<file path="src/rtl/vga_pkg.sv">
`default_nettype none
// ============================================================================
// Module   : vga_pkg
// Brief    : Shared types and default sizing for the VGA draw pipeline.
// Revision : 1.0 - initial release
// ============================================================================
package vga_pkg;

    // Screen coordinate, wide enough for any supported resolution
    typedef logic [10:0] pos_t;

    // Default sizing of the blanking-window update arbiter
    localparam int ARB_N_REQ      = 4;
    localparam int ARB_MAX_GRANTS = 4;

endpackage : vga_pkg
`default_nettype wire

</file>
<file path="src/rtl/rr_arb_pick.sv">
`default_nettype none
// ============================================================================
// Module   : rr_arb_pick
// Brief    : Combinational round-robin picker. Selects the first eligible
//            requester at or after ptr, wrapping around N_REQ.
// Revision : 1.0 - initial release
// ============================================================================
module rr_arb_pick
    import vga_pkg::*;
#(
    parameter int N_REQ = ARB_N_REQ,
    parameter int IDX_W = $clog2(N_REQ)
) (
    input  logic [N_REQ-1:0] elig,
    input  logic [IDX_W-1:0] ptr,
    output logic [N_REQ-1:0] pick,
    output logic [IDX_W-1:0] pick_idx
);

    logic w_found;

    // Scan from ptr upward (modulo N_REQ) and keep the first hit
    always_comb begin
        pick     = '0;
        pick_idx = '0;
        w_found  = 1'b0;
        for (int k = 0; k < N_REQ; k++) begin
            if (!w_found && elig[(int'(ptr) + k) % N_REQ]) begin
                w_found                          = 1'b1;
                pick[(int'(ptr) + k) % N_REQ]    = 1'b1;
                pick_idx                         = IDX_W'((int'(ptr) + k) % N_REQ);
            end
        end
    end

endmodule : rr_arb_pick
`default_nettype wire

</file>
<file path="src/rtl/vblank_update_arbiter.sv">
`default_nettype none
// ============================================================================
// Module   : vblank_update_arbiter
// Brief    : Round-robin arbiter sharing one object-position update port
//            among N_REQ requesters; grants only inside vertical blanking so
//            drawn objects never move mid-frame.
// Revision : 1.0 - initial release
// ============================================================================
module vblank_update_arbiter
    import vga_pkg::*;
#(
    parameter int   N_REQ      = ARB_N_REQ,
    parameter int   MAX_GRANTS = ARB_MAX_GRANTS,
    parameter pos_t X_RST      = '0,
    parameter pos_t Y_RST      = '0
) (
    input  logic             pclk,
    input  logic             rst,
    input  logic             vblnk,
    input  logic [N_REQ-1:0] req,
    input  pos_t [N_REQ-1:0] req_xpos,
    input  pos_t [N_REQ-1:0] req_ypos,
    output logic [N_REQ-1:0] gnt,
    output pos_t             xpos_out,
    output pos_t             ypos_out,
    output logic             upd_valid,
    output logic             frame_tick
);

    localparam int c_IDX_W = $clog2(N_REQ);
    localparam int c_CNT_W = $clog2(MAX_GRANTS + 1);

    typedef enum logic [1:0] {
        WAIT_VBLANK = 2'd0,
        ARBITRATE   = 2'd1,
        DONE        = 2'd2
    } state_t;

    state_t             r_state;
    logic               r_vblnk_q;
    logic               r_armed;
    logic [N_REQ-1:0]   r_served;
    logic [c_IDX_W-1:0] r_ptr;
    logic [c_CNT_W-1:0] r_cnt;

    logic [N_REQ-1:0]   w_elig;
    logic [N_REQ-1:0]   w_pick;
    logic [c_IDX_W-1:0] w_pick_idx;
    logic               w_rise;

    // Requesters already served this window are masked out. A rise only
    // counts once vblnk has been seen low after reset, so a reset released
    // inside blanking never reopens that same window.
    assign w_elig = req & ~r_served;
    assign w_rise = vblnk & ~r_vblnk_q & r_armed;

    rr_arb_pick #(
        .N_REQ (N_REQ),
        .IDX_W (c_IDX_W)
    ) u_pick (
        .elig     (w_elig),
        .ptr      (r_ptr),
        .pick     (w_pick),
        .pick_idx (w_pick_idx)
    );

    // Blanking edge history and post-reset arming
    always_ff @(posedge pclk) begin
        if (rst) begin
            r_vblnk_q <= 1'b0;
            r_armed   <= 1'b0;
        end else begin
            r_vblnk_q <= vblnk;
            r_armed   <= r_armed | ~vblnk;
        end
    end

    // Window FSM with served mask, grant budget, fairness pointer and outputs
    always_ff @(posedge pclk) begin
        if (rst) begin
            r_state    <= WAIT_VBLANK;
            r_served   <= '0;
            r_ptr      <= '0;
            r_cnt      <= '0;
            gnt        <= '0;
            upd_valid  <= 1'b0;
            frame_tick <= 1'b0;
            xpos_out   <= X_RST;
            ypos_out   <= Y_RST;
        end else begin
            gnt        <= '0;
            upd_valid  <= 1'b0;
            frame_tick <= 1'b0;
            case (r_state)
                WAIT_VBLANK: begin
                    if (w_rise) begin
                        r_state    <= ARBITRATE;
                        frame_tick <= 1'b1;
                        r_served   <= '0;
                        r_cnt      <= '0;
                    end
                end
                ARBITRATE: begin
                    if (!vblnk) begin
                        r_state <= WAIT_VBLANK;
                    end else if (|w_elig) begin
                        gnt       <= w_pick;
                        upd_valid <= 1'b1;
                        xpos_out  <= req_xpos[w_pick_idx];
                        ypos_out  <= req_ypos[w_pick_idx];
                        r_served  <= r_served | w_pick;
                        r_ptr     <= (w_pick_idx == c_IDX_W'(N_REQ - 1)) ?
                                     '0 : w_pick_idx + c_IDX_W'(1);
                        r_cnt     <= r_cnt + c_CNT_W'(1);
                        if (r_cnt == c_CNT_W'(MAX_GRANTS - 1)) begin
                            r_state <= DONE;
                        end
                    end else begin
                        r_state <= DONE;
                    end
                end
                DONE: begin
                    if (!vblnk) begin
                        r_state <= WAIT_VBLANK;
                    end
                end
                default: r_state <= WAIT_VBLANK;
            endcase
        end
    end

endmodule : vblank_update_arbiter
`default_nettype wire
</file>
<file path="config.mk">
export PLATFORM = sky130hd
export DESIGN_NAME = vblank_update_arbiter
export DESIGN_NICKNAME = d
export VERILOG_FILES = /design/src/rtl/vga_pkg.sv /design/src/rtl/rr_arb_pick.sv /design/src/rtl/vblank_update_arbiter.sv
export SDC_FILE = /design/constraint.sdc
export NUM_CORES = 1
export LEC_CHECK = 0
export BUFFER_PORTS_ARGS = -buffer_cell sky130_fd_sc_hd__buf_2
export CAP_MARGIN = 30
export CORE_MARGIN = 3
export CORE_UTILIZATION = 43
export CTS_BUF_LIST = sky130_fd_sc_hd__clkbuf_4
export DETAILED_ROUTE_END_ITERATION = 10
export GPL_TIMING_DRIVEN = 0
export HOLD_SLACK_MARGIN = 0.12
export PLACE_DENSITY = 0.78
export SLEW_MARGIN = 20
export SYNTH_ARGS = -nofsm -noshare
export SYNTH_HDL_FRONTEND = slang
export SYNTH_SLANG_ARGS = --single-unit
export TNS_END_PERCENT = 1
</file>
<file path="constraint.sdc">
create_clock -name pclk -period 2.45 [get_ports pclk]
set_input_delay 0.49 -clock pclk [delete_from_list [all_inputs] [get_ports pclk]]
set_output_delay 0.49 -clock pclk [all_outputs]
set_load 0.01 [all_outputs]
</file>
==> results of run 1 <==
==> per-stage QoR <==
stage / setup slack (ns) / power (mW)
2_1_floorplan: 0.00742 / 0.981
3_3_place_gp: -0.333 / 1.11
3_5_place_dp: -0.385 / 1.12
4_1_cts: 0.0118 / 1.44
5_1_grt: -0.0165 / 1.53
6_report: 0.0957 / 1.44
==> area by class of cell <==
cell class	count	area [um^2]	share of cell area (%)
flip-flops and latches	41	828	23.9
clock inverters	1	3.75	0.108
repair buffers	131	676	19.5
well taps	72	90.1	2.60
inverters	5	22.5	0.650
plain buffers	16	166	4.80
clock buffers	6	45.0	1.30
multi-input cells	192	1630	47.1
==> Yosys cell counts (all sizes together) (5+ instances only) <==
cell,n,area [um^2]
a22o,22,193
nor2,8,30.0
nand2,7,26.3
inv,5,18.8
nor3,6,35.0
buf,15,124
ha,10,125
nand3,5,25.0
nand2b,7,43.8
o21ai,6,30.0
dfxtp,41,821
mux2i,69,691
a21oi,17,85.1
==> final timing paths <==
kind                        to  slack [ns]  cells past startpoint
setup / recovery  ypos_out[10]         0.1                     11
hold / removal         r_armed        0.36                      2
setup reg to reg  ypos_out[10]         0.1                     11
hold reg to reg        r_armed        0.48                      2
==> worst reg2reg max path: stages, from the launching register on <==
cell and delay, ns:
dfxtp_4 0.38, clkinvlp_4 0.11, ha_4 0.29, buf_6 0.11, nor2_1 0.05, and4_1 0.19, mux2_2 0.27, o211a_1 0.24
buf_6 0.15, buf_12 0.15, mux2i_1 0.12, a22o_1 0.18
==> logic make-up (layout without fill, tap and decap cells) <==
kind of cell	after synthesis	in the layout	synth area share (%)
XOR/XNOR	1	1	0.340
adder cells (fa/ha/maj)	10	10	4.86
flip-flops	41	41	31.9
buffers and inverters	23	159	5.97
AO/OA/AOI/OAI	63	63	18.2
multiplexers	72	72	29.0
AND/OR/NAND/NOR	46	46	9.76
==> registers in the layout, summed over array words and instances, names as in the netlist <==
register and flops:
xpos_out 11, ypos_out 11, r_armed 1, frame_tick 1, r_state 2, gnt 4
r_served 4, upd_valid 1, r_cnt 3, r_vblnk_q 1, r_ptr 2
==> metal layers <==
| layer | vias to the layer above | share of wire [%] | GRT usage (%) |
|---|---|---|---|
| met5 | - | 0 | 0 |
| met3 | 12 | 6.8 | 4.46 |
| met2 | 107 | 52 | 33.6 |
| met1 | 1127 | 40 | 23.3 |
| met4 | 0 | 1.6 | 6.09 |
| li1 | 1236 | - | - |
==> power by group <==
group / switching [mW] / total, mW / internal [mW]
registers: 0.00886 / 0.687 / 0.679
clock network: 0.202 / 0.318 / 0.116
logic: 0.204 / 0.437 / 0.233
total: 0.414 / 1.44 / 1.03
==> timing repair <==
action,4_1_cts,5_1_grt
cloned,0,1
pin swaps,0,0
buffers inserted,3,5
gates resized for setup,16,3
setup endpoints to repair,32,24
==> key figures, run 1 <==
Clock network
  • CTS Buf Count: 5
  • Hold Buf Count CTS: 0
  • Clk root buf: clkbuf_4
  • H-tree lvl count: 2
  • CTS tree: yes
  • Worst skew pair latency: 0.34 ns
  • Maximum buffer depth of the clock tree: 2
  • Clock sinks: 41
  • Clock-pin slew on the worst setup and hold paths: 0.12 ns

Yosys
  • Post-synth net total: 361
  • Prevailing post-synth register cell: dfxtp_1
  • Seq cells post-synth: between 40 and 50
  • Post-synth design cell area: 2580 um^2
  • Async SR Flop Fraction: 0%
  • Part of the Yosys area used for sequential elements: a little under a third
  • Syn Inst Count: between 200 and 300
  • Yosys cell types: 41
  • YS warnings: 0
  • Avg Inst Size Synth: roughly 10 um^2
  • Post-synth EDFFs: 0

Global route
  • Vias in the first global route: roughly 2400
  • Initial antenna violation count: 0
  • Largest net degree at the start of global routing: 13
  • Total congestion overflow: 0
  • First-pass GRT wire length: 11.3 mm
  • GRT Overall Usage: 19.3%

STA
  • Fin crit share: a little over nine tenths
  • Clock Skews: around 0.012 ns
  • Achievable Freq: 425 MHz
  • Final Hold Fails: 0
  • Setup-failing EPs final: 0
  • Final Max Tran Viols: 0
  • Slew margin rel.: a little under three fifths
  • Hold WS: roughly 0.36 ns
  • Final setup TNS: 0 ns
  • Crit path time final: 2.35 ns
  • Worst-Margin Slew: 0.663 ns

Drt
  • Drt first-iter violations: approximately 200
  • Drt pass-1 iters: 5
  • Wirelength per Cell: roughly 15 um
  • Final ANT Viol Nets: 0
  • Via density: 5.35
  • Post-Route WL: 7.02 mm
  • DRC violations left: 0
  • Vias: 2482

Die
  • Initial Util: 45.7%
  • CORE AREA: about 5600 um^2
  • Die X-Extent: 83.4 um
  • Die area: between 6000 and 7000 um^2
  • I/O pins: about 120
  • Num rows: 27
  • Die Ht: approximately 83 um

Layout
  • Most common cell after layout, fill and taps aside: buf_2
  • Layout overhead on the synthesized area: 34.5%
  • Non-filler instance count after layout: 464
  • Commonest non-fill, non-tap cells in the layout: buf_2 (125), mux2i_1 (67), dfxtp_1 (39)
  • N_diodes: 0
  • Fillers: 480
  • Share of cells above drive strength 1: roughly two fifths
  • Final Cell Area: 3460 um^2
  • Final-stage net count: 497
  • Final core occ: 61.4%

Placement
  • Placed inst area: between 3000 and 4000 um^2
  • DP Cell Count: 450
  • Port buffer count: around 120
  • Routability-driven placement congestion ratio: about 0.9
  • Dpl hpwl: 5.32 mm

Critical path
  • Most used cell, CP: buf_6
  • Sum of buffers and inverters on the critical path: 4
  • CP max FO: 10
  • Worst setup EP type: flip-flop
  • CP cell instances: clkinvlp_4 -> ha_4 -> buf_6 -> nor2_1 -> and4_1 -> mux2_2 -> o211a_1 -> buf_6 -> buf_12 -> mux2i_1 -> a22o_1
  • CP peak stage delay: 0.38 ns
  • WP data required: 2.68 ns
  • Setup CP Type: reg2reg
  • CP top delay family: buffers and inverters
  • RR Startpoint: r_ptr[0]
  • Crit path DAT: 2.59 ns
  • CP max stage cell: dfxtp_4
  • CP startpoint: r_ptr[0]
  • Crit path launch type: flip-flop

Worst hold path
  • Hold Crit Start: vblnk
  • Hold Crit Class: in2reg

Pwr
  • P_leak: 1.58 nW
  • Worst IR drop on VDD: around 0.20 mV
  • Power density over the cells: 416 nW/um^2

Flow run
  • Max Cap Viol: 0

Outcome
  • Status: complete, no violations
(Power assumes the default switching activity.)
==> run 2, diff against run 1 <==
Settings changed: ABC_AREA set to 1, CORE_UTILIZATION 43 to 46, PLACE_DENSITY 0.78 to 0.79.
==> run 2 against run 1 <==
  * Die area is 13% higher
  * Clock power up 77%
  * Sequential power rose by 1%
  * Via count up 51%
  * Combinational power increased by 53%
  * Global-route usage grew 4.1 points
  * Maximum frequency rose by 7.4%
  * First-iteration DRC count down 23%
  * Critical path type unchanged
  * Highest routed layer unchanged
==> key figures, run 2 <==
Outcome
  • Status: complete, no violations

Layout
  • Final core occ: between 60% and 70%
  • Commonest non-fill, non-tap cells in the layout: inv_1 (134), buf_2 (129), nand3_1 (122)
  • Fillers: 641
  • Most common cell after layout, fill and taps aside: inv_1
  • Biggest regs: xpos_out (11), ypos_out (11)
  • Seq. cell area: 828 um^2
  • Layout overhead on the synthesized area: 29.1%
  • Final Cell Area: about 4100 um^2
  • Share of cells above drive strength 1: between 20% and 30%
  • N_diodes: 0
  • Multi-input logic area: 1720 um^2
  • Final-stage net count: 783

Yosys
  • Syn Inst Count: around 540
  • Yosys cell types: 29
  • Post-synth top area share: a little over a quarter
  • Post-Synth XOR/XNOR Area: 0%
  • Synth Area in Adders: 3.97%
  • Part of the Yosys area used for sequential elements: a little over a quarter
  • Top cells by count, synth: inv_1 (136), nand3_1 (122), nand2_1 (98)
  • Ranking of synthesized cells by area: dfxtp_1 (26%), nand3_1 (19%), inv_1 (16%)
  • Post-synth net total: 648
  • Most numerous cell in the Yosys netlist: inv_1
  • YS warnings: 0
  • Largest family of logic cells by synthesized area: simple AND/OR/NAND/NOR gates
  • Seq cells post-synth: between 40 and 50
  • Post-synth EDFFs: 0
  • Cell accounting for the most synthesized area: dfxtp_1
  • Prevailing post-synth register cell: dfxtp_1
  • Simple-gate share of the synthesized area: 43.3%
  • Synth Area in Compound Gates: 5.87%
  • Mux share of post-synthesis cell area: 0%
  • Async SR Flop Fraction: 0%
  • Post-synth design cell area: 3160 um^2
  • Avg Inst Size Synth: 5.81 um^2

Critical path
  • CP cell instances: inv_6 -> ha_4 -> inv_2 -> nand3_1 -> nand2_1 -> nand2_1 -> nor2_4 -> nand3_4 -> nand2_8 -> buf_6 -> nor2_1 -> a21oi_1 -> a21oi_1
  • Crit path DAT: 2.44 ns
  • WP data required: around 2.7 ns
  • Setup CP Type: reg2reg
  • Crit path launch type: flip-flop
  • CP max FO: 12
  • Flop-to-flop setup slack: 0.26 ns
  • RR Startpoint: r_ptr[0]
  • RR Endpoint: r_ptr[1]
  • Worst setup EP type: flip-flop
  • CP max stage cell: dfxtp_4
  • CP peak stage delay: 0.39 ns
  • Reg2reg path depth: 13

Global route
  • GRT Overall Usage: 23.4%
  • First-pass GRT wire length: roughly 15 mm
  • Total congestion overflow: 0
  • Initial antenna violation count: 0
  • Vias in the first global route: 3357
  • Largest net degree at the start of global routing: 14

Clock network
  • Clock-pin slew on the worst setup and hold paths: 0.13 ns
  • CTS tree: yes
  • Clk root buf: clkbuf_4
  • Clock sinks: 41
  • Maximum buffer depth of the clock tree: 2
  • Worst skew pair latency: 0.37 ns
  • CTS Buf Count: 5
  • H-tree lvl count: 2

Worst hold path
  • Hold Crit Start: vblnk
  • Hold path depth: 2
  • Hold Crit Class: in2reg
  • Hold Path Sink: r_armed

Placement
  • Routability-driven placement congestion ratio: 0.873
  • Dpl hpwl: 7.11 mm
  • Port buffer count: 121
  • Placed inst area: between 3000 and 4000 um^2

STA
  • RSZ-0062 raised after global routing: no
  • Worst-Margin Slew: around 0.57 ns
  • Fin crit share: 89.5%
  • Final Max Tran Viols: 0
  • Final Hold Fails: 0
  • Crit path time final: 2.19 ns
  • Achievable Freq: approximately 460 MHz
  • Setup-failing EPs final: 0
  • Slew margin rel.: 62.3%
  • Clock Skews: 0.00555 ns

Pwr
  • Power density over the cells: 472 nW/um^2
  • P_leak: 2.45 nW
  • Worst IR drop on VDD: 0.250 mV

Drt
  • Post-Route WL: 9.26 mm
  • Drt pass-1 iters: 6
  • Wirelength per Cell: 12.3 um
  • Final ANT Viol Nets: 0
  • Vias: 3757
  • Via density: 4.97
  • DRC violations left: 0
  • Drt first-iter violations: 150

Die
  • I/O pins: 123
  • Die X-Extent: 88.8 um
  • Die Ht: 88.8 um
  • Num rows: 29
  • Initial Util: 48.6%
  • CORE AREA: 6490 um^2
  • Die area: between 7000 and 8000 um^2

Flow run
  • Max Cap Viol: 0
[run 2: where the power goes]
part           leakage [nW]  internal (mW)  switching [mW]  total (mW)
Combinational          2.06          0.267           0.400       0.667
Clock                0.0552          0.316           0.247       0.563
Sequential            0.334          0.684         0.00993       0.694
Total                  2.45           1.27           0.656        1.92
[run 2: logic make-up (layout without fill, tap and decap cells)]
kind of cell	Yosys count	count (layout)
flip-flops	41	41
buffers and inverters	162	297
AND/OR/NAND/NOR	297	298
AO/OA/AOI/OAI	33	33
adder cells (fa/ha/maj)	10	10
[run 2: layer usage]
metal	GRT usage, %	part of all wire, %	up-vias
met4	6.04	2.1	0
met5	0	0	-
met1	29.7	41	1655
li1	-	-	1924
met3	4.38	8.4	22
met2	40.6	49	156
[run 2: cell type report]
class / count / area share, %
Tap cell: 77 / 2.37
Clock buffer: 5 / 0.922
Clock inverter: 3 / 1.60
Multi-Input combinational cell: 341 / 42.2
Timing Repair Buffer: 127 / 16.0
Inverter: 137 / 12.8
Buffer: 25 / 3.75
Sequential cell: 41 / 20.3
[run 2: per-stage QoR]
stage | power, mW | worst slack (ns) | cells | TNS, ns | hold WS [ns]
finish | 1.92 | 0.258 | 756 | 0 | 0.322
detailed placement | 1.34 | -0.191 | 741 | -3.43 | 0.458
global placement | 1.33 | -0.122 | 741 | -2.15 | 0.444
CTS | 1.89 | 0.0321 | 750 | 0 | 0.320
global route | 2.05 | 0.0757 | 756 | 0 | 0.324
floorplan | 1.15 | 0.247 | 543 | 0 | 0.428
[run 2: worst max path at each step]
stage,startpoint,end,slack [ns],cells after the start
4_1_cts,r_ptr[1],r_ptr[1],0.03,13
3_3_place_gp,r_ptr[0],ypos_out[5],-0.12,15
3_5_place_dp,r_ptr[0],ypos_out[5],-0.19,15
5_1_grt,r_ptr[0],ypos_out[5],0.08,15
2_1_floorplan,r_ptr[0],xpos_out[0],0.25,15
6_report,r_ptr[0],r_ptr[1],0.26,13
[run 2: what timing repair did]
action                     CTS  global route
hold buffers                 0             0
gates resized for setup      4            15
setup endpoints to repair   27            26
gates cloned                 0             1
buffers inserted             1             5
[run 2: critical path, delay by kind of cell, from the launching register on]
family                     cells  cell delay (ns)
AOI/OAI and AO/OA              2             0.25
DFF                            1             0.39
adders and majority gates      1             0.24
and+or+nand+nor                7             0.82
buffers and inverters          3             0.36
